### src/rtl/regfile_writeback.sv
// ---------------------------------------------------------------------------
// regfile_writeback
//
// Writeback arbiter that drives the register file write port.
//
// Two result sources compete for the write port:
//   - the single-cycle ALU path, granted directly (fixed priority);
//   - the long-latency memory/mul path, buffered in a DEPTH-entry FIFO.
//
// An anti-starvation counter tracks how many consecutive cycles a non-empty
// FIFO head has lost to the ALU. Once it reaches STARVE_LIMIT, the ALU is
// stalled (alu_ready=0) for one cycle and the FIFO head is forced through.
//
// Parameters:
//   DEPTH        memory-path FIFO entries (power of 2, >= 2)
//   STARVE_LIMIT cycles a FIFO head may lose before it is forced (>= 1)
//
// Ports:
//   clk, rst                    clock, synchronous active-high reset
//   alu_valid/ready/rd/val      ALU result handshake and payload
//   mem_valid/ready/rd/val      memory-path result handshake and payload
//   rd, write_val, write_enable registered regfile write port
//   busy                        FIFO non-empty
//
// Optional feature (macro REGFILE_WRITEBACK_FWD_EN):
//   fwd_rs1/fwd_rs2             decode-stage source indices
//   fwd_rsN_hit/fwd_rsN_val     combinational bypass of the value being
//                               written this cycle
// ---------------------------------------------------------------------------
module regfile_writeback #(
   parameter int DEPTH        = 4,
   parameter int STARVE_LIMIT = 3
) (
   input  logic        clk,
   input  logic        rst,
   input  logic        alu_valid,
   output logic        alu_ready,
   input  logic [4:0]  alu_rd,
   input  logic [31:0] alu_val,
   input  logic        mem_valid,
   output logic        mem_ready,
   input  logic [4:0]  mem_rd,
   input  logic [31:0] mem_val,
   output logic [4:0]  rd,
   output logic [31:0] write_val,
   output logic        write_enable,
   output logic        busy
`ifdef REGFILE_WRITEBACK_FWD_EN
   ,
   input  logic [4:0]  fwd_rs1,
   input  logic [4:0]  fwd_rs2,
   output logic        fwd_rs1_hit,
   output logic        fwd_rs2_hit,
   output logic [31:0] fwd_rs1_val,
   output logic [31:0] fwd_rs2_val
`endif
);

   localparam int PTR_W = $clog2(DEPTH);
   localparam int CNT_W = PTR_W + 1;
   localparam int SC_W  = $clog2(STARVE_LIMIT + 1);

   // FIFO storage (data only, never reset)
   logic [4:0]       r_fifo_rd  [DEPTH];
   logic [31:0]      r_fifo_val [DEPTH];

   logic [PTR_W-1:0] r_wr_ptr;
   logic [PTR_W-1:0] r_rd_ptr;
   logic [CNT_W-1:0] r_count;
   logic [SC_W-1:0]  r_starve;

   logic [4:0]       r_rd;
   logic [31:0]      r_wval;
   logic             r_we;

   logic             w_full;
   logic             w_busy;
   logic             w_forced;
   logic             w_grant_alu;
   logic             w_grant_mem;
   logic             w_push;
   logic [4:0]       w_g_rd;
   logic [31:0]      w_g_val;

   assign w_full   = (r_count == CNT_W'(DEPTH));
   assign w_busy   = (r_count != '0);
   assign w_forced = w_busy && (r_starve >= SC_W'(STARVE_LIMIT));

   // Ready signals depend on state only, never on the incoming valids.
   assign alu_ready = !w_forced;
   assign mem_ready = !w_full;
   assign busy      = w_busy;

   assign w_grant_alu = alu_valid && !w_forced;
   assign w_grant_mem = !w_grant_alu && w_busy;
   assign w_push      = mem_valid && !w_full;

   assign w_g_rd  = w_grant_alu ? alu_rd  : r_fifo_rd[r_rd_ptr];
   assign w_g_val = w_grant_alu ? alu_val : r_fifo_val[r_rd_ptr];

   // FIFO data write; a pushed entry becomes visible at the head next cycle.
   always_ff @(posedge clk) begin
      if (w_push) begin
         r_fifo_rd[r_wr_ptr]  <= mem_rd;
         r_fifo_val[r_wr_ptr] <= mem_val;
      end
   end

   // FIFO control: pointers wrap naturally since DEPTH is a power of 2.
   always_ff @(posedge clk) begin
      if (rst) begin
         r_wr_ptr <= '0;
         r_rd_ptr <= '0;
         r_count  <= '0;
      end else begin
         if (w_push)
            r_wr_ptr <= r_wr_ptr + PTR_W'(1);
         if (w_grant_mem)
            r_rd_ptr <= r_rd_ptr + PTR_W'(1);
         case ({w_push, w_grant_mem})
            2'b10:   r_count <= r_count + CNT_W'(1);
            2'b01:   r_count <= r_count - CNT_W'(1);
            default: r_count <= r_count;
         endcase
      end
   end

   // Anti-starvation counter: counts consecutive ALU wins over a waiting head.
   always_ff @(posedge clk) begin
      if (rst) begin
         r_starve <= '0;
      end else if (!w_busy || w_grant_mem) begin
         r_starve <= '0;
      end else if (w_grant_alu && (r_starve != SC_W'(STARVE_LIMIT))) begin
         r_starve <= r_starve + SC_W'(1);
      end
   end

   // Output register: x0 grants are consumed but never strobed.
   always_ff @(posedge clk) begin
      if (rst) begin
         r_rd   <= '0;
         r_wval <= '0;
         r_we   <= 1'b0;
      end else if (w_grant_alu || w_grant_mem) begin
         r_rd   <= w_g_rd;
         r_wval <= w_g_val;
         r_we   <= (w_g_rd != 5'd0);
      end else begin
         r_we   <= 1'b0;
      end
   end

   assign rd           = r_rd;
   assign write_val    = r_wval;
   assign write_enable = r_we;

`ifdef REGFILE_WRITEBACK_FWD_EN
   assign fwd_rs1_hit = r_we && (r_rd == fwd_rs1) && (fwd_rs1 != 5'd0);
   assign fwd_rs2_hit = r_we && (r_rd == fwd_rs2) && (fwd_rs2 != 5'd0);
   assign fwd_rs1_val = fwd_rs1_hit ? r_wval : 32'd0;
   assign fwd_rs2_val = fwd_rs2_hit ? r_wval : 32'd0;
`endif

endmodule

### config.mk
export PLATFORM = sky130hd
export DESIGN_NAME = regfile_writeback
export DESIGN_NICKNAME = d
export VERILOG_FILES = /design/src/rtl/regfile_writeback.sv
export SDC_FILE = /design/constraint.sdc
export NUM_CORES = 1
export LEC_CHECK = 0
export ABC_CLOCK_PERIOD_IN_PS = 7100
export BUFFER_PORTS_ARGS = -buffer_cell sky130_fd_sc_hd__buf_4
export CELL_PAD_IN_SITES_DETAIL_PLACEMENT = 2
export CELL_PAD_IN_SITES_GLOBAL_PLACEMENT = 2
export CORE_ASPECT_RATIO = 0.5
export CORE_UTILIZATION = 44
export DETAILED_ROUTE_END_ITERATION = 8
export MAX_ROUTING_LAYER = met4
export PLACE_DENSITY_LB_ADDON = 0.1
export SLEW_MARGIN = 10
export SYNTH_ARGS = -nofsm -noshare
export SYNTH_HDL_FRONTEND = slang
export SYNTH_SLANG_ARGS = --single-unit
### constraint.sdc
create_clock -name clk -period 7.1 [get_ports clk]
set_input_delay 0.355 -clock clk [delete_from_list [all_inputs] [get_ports clk]]
set_output_delay 0.355 -clock clk [all_outputs]
set_load 0.005 [all_outputs]
==> summary.txt <==
Outcome
  • Status: finished clean

Floorplan
  • Die Footprint: 17900 sq um
  • Initial core utilization: 0.4574
  • Ports: 119
  • Core area: 16680 sq um
  • Site Rows: 33
  • Chip width: 188.2 um
  • Die Y: 95.12 um

GRT
  • Total Routing Usage GR: 0.2505
  • Initial antenna violation count: 0
  • Pin count of the biggest net entering global routing: 49
  • First-pass GRT wire length: 31.28 mm
  • GRT overflow: 0
  • Vias in the first global route: 5157

Final layout
  • Core Util, Final: 0.5548
  • Commonest non-fill, non-tap cells in the layout: edfxtp_1 (148), buf_4 (124), dfxtp_1 (47), nor2_1 (44), mux4_2 (36)
  • Filler cells: 1522
  • FF/Latch Area: 5428 sq um
  • Post-Layout Inst Area: 9255 sq um
  • Final #Nets: 660
  • Layout area overhead: 21.30%
  • Layout cells sized above 1: 0.3469
  • Antenna Cells: 0
  • Most common cell after layout, fill and taps aside: edfxtp_1
  • Area of the multi-input gates: 2023 sq um

CTS
  • CTS tree: yes
  • Clk pin slew, worst setup/hold paths: 0.08 ns
  • H-tree levels: 4
  • Clk buf depth: 2
  • Post_cts resized: 0
  • Post-CTS setup buffer count: 0
  • Clock Tree Root: clkbuf_16
  • # hold bufs at CTS: 0
  • Clock sink count: 197
  • Num CTS Buffers: 17
  • Worst skew pair latency: 0.44 ns

Power
  • Combinational share of power: 0.229
  • Power Dens Cells: 351.6 nW/um^2
  • Psw: 963.8 uW
  • Lkg Pwr: 0.003325 uW
  • Maximum vdd drop: 0.1703 mV
  • Total power: 3254 uW
  • Seq pwr share: 0.476
  • Cell-internal power: 2290 uW
  • Net switching share of the total power: 0.2962
  • Clock Power Share: 0.295

Worst setup path
  • Max stage delay cell, worst path: buf_4
  • Critical Path RT: 7.45 ns
  • Largest delay contributor family on the critical path: adder cells
  • Worst path max stage delay: 0.50 ns
  • Critical path arrival: 3.18 ns
  • Setup crit end kind: register
  • Crit-path max FO: 43
  • Crit path cell chain: o31ai_4 -> buf_4 -> a21oi_1 -> ha_1 -> fa_1 -> xnor2_1 -> or3_1 -> a21oi_1
  • WP depth: 8
  • Depth of the worst register-to-register path: 8
  • Crit path top cell by count: a21oi_1
  • WP buf/inv: 1
  • Startpoint type of the worst setup path: register
  • CP Class: reg2reg

STA
  • Clock Skew: 0.01483 ns
  • Final period util: 0.3993
  • Worst rel slew slack: 0.2936
  • RSZ-0062 raised after global routing: false
  • Tmin final: 2.835 ns
  • Setup_tns: 0 ns
  • Hold Fails Final Rpt: 0
  • Slew Viols, Final: 0
  • Max frequency: 0.3527 GHz
  • Worst-Margin Slew: 1.060 ns
  • Final Setup Violations: 0

Hold path
  • Hold path depth: 1
  • Min-Delay Path Class: in2reg

Synth
  • Synth Register Bits: 197
  • Top_reg_cell synth: edfxtp_1
  • Fraction of registers with async set or reset after synthesis: 0
  • Synthesized area: 7630 sq um
  • Post-synthesis cell type count: 39
  • Ys Warns: 0
  • EDFF count, synth: 148
  • Sequential share of the synthesized area: 0.7111
  • Avg Cell Area, Syn: 16.41 sq um
  • Mapped Cells: 465
  • Post-Synthesis Net Count: 550

Drt
  • Vias: 4610
  • DRT Pass-1 Iters: 5
  • ANT nets after route: 0
  • Wire per inst: 25.33 um
  • DRC Markers: 0
  • Post-DR vias/cell: 5.656
  • Drt total wl: 20.64 mm
  • Initial DRC count: 290

Placed design
  • Final HPWL DP: 12.30 mm
  • Input/output buffers: 118
  • Gp weighted congestion: 0.7576
  • Cell Area, Placed: 8685 sq um

Job
  • Max-cap violations: 0
[flip-flops by register name (all words and copies together), names as in the netlist, named ones only]
signal,cells
r_fifo_val,128
write_val,32
r_fifo_rd,20
rd,5
r_count,3
r_rd_ptr,2
r_starve,2
r_wr_ptr,2
write_enable,1
[power groups by stage]
stage | logic [uW] | registers (uW) | clock network [uW]
after floorplan | 490 | 1510 | 0
after global placement | 704 | 1560 | 0
after detailed placement | 743 | 1570 | 0
after CTS | 757 | 1550 | 975
after global routing | 808 | 1570 | 1020
final | 744 | 1550 | 961
[logic make-up (layout without fill, tap and decap cells)]
logic type / count (synthesis) / in the layout / share of synthesized area
adder cells (fa/ha/maj): 7 / 7 / 0.01246
AND/OR/NAND/NOR: 132 / 132 / 0.07905
XOR/XNOR: 5 / 5 / 0.005739
AO/OA/AOI/OAI: 46 / 46 / 0.05313
buffers and inverters: 38 / 161 / 0.02476
flip-flops: 197 / 197 / 0.7111
multiplexers: 40 / 40 / 0.1138
[through the flow]
step	instances	setup slack [ns]	hold slack (ns)
4_1_cts	815	4.262	0.09891
2_1_floorplan	465	4.852	0.4052
3_3_place_gp	783	4.443	0.4130
3_5_place_dp	783	4.305	0.4362
6_report	815	4.265	0.1163
5_1_grt	815	4.084	0.1001
[cells in the mapped netlist, types with 2 or more instances]
cell type	count	area (sq um)
xnor2_1	4	35.03
dfxtp_1	49	980.9
buf_2	9	45.04
nand2b_1	2	12.51
mux2i_1	2	20.02
edfxtp_1	148	4444
clkbuf_1	14	52.55
a311oi_1	32	280.3
and3_1	8	50.05
buf_4	7	52.55
nand2_1	33	123.9
ha_1	6	75.07
a2111oi_2	2	30.03
nor2_1	44	165.2
nand3_1	31	155.2
inv_1	5	18.77
mux4_2	36	810.8
nor3_1	6	30.03
a21oi_1	3	15.01
a21boi_1	2	15.01
a211oi_1	4	30.03
[metal layers]
layer | track usage | vias up | part of all wire
met1 | 0.3016 | 2434 | 0.43
met3 | 0.04969 | 16 | 0.043
met5 | - | - | 0
met2 | 0.4397 | 116 | 0.52
met4 | 0.06301 | 0 | 0.0085
li1 | - | 2044 | -
[cell type report]
| type | instances | area share |
|---|---|---|
| flip-flops and latches | 197 | 0.5865 |
| multi-input cells | 230 | 0.2186 |
| repair buffers | 124 | 0.1006 |
| clock buffers | 17 | 0.04596 |
| well taps | 227 | 0.03069 |
| clock inverters | 15 | 0.01568 |
| inverters | 5 | 0.002028 |
[worst paths after layout]
kind	to	slack (ns)	startpoint
hold / removal	r_fifo_val[3][5]	0.12	mem_val[5]
hold reg to reg	r_starve[0]	0.44	r_starve[0]
setup / recovery	r_count[2]	4.26	r_count[2]
setup reg to reg	r_count[2]	4.26	r_count[2]
Power figures use the tool's default switching activity.
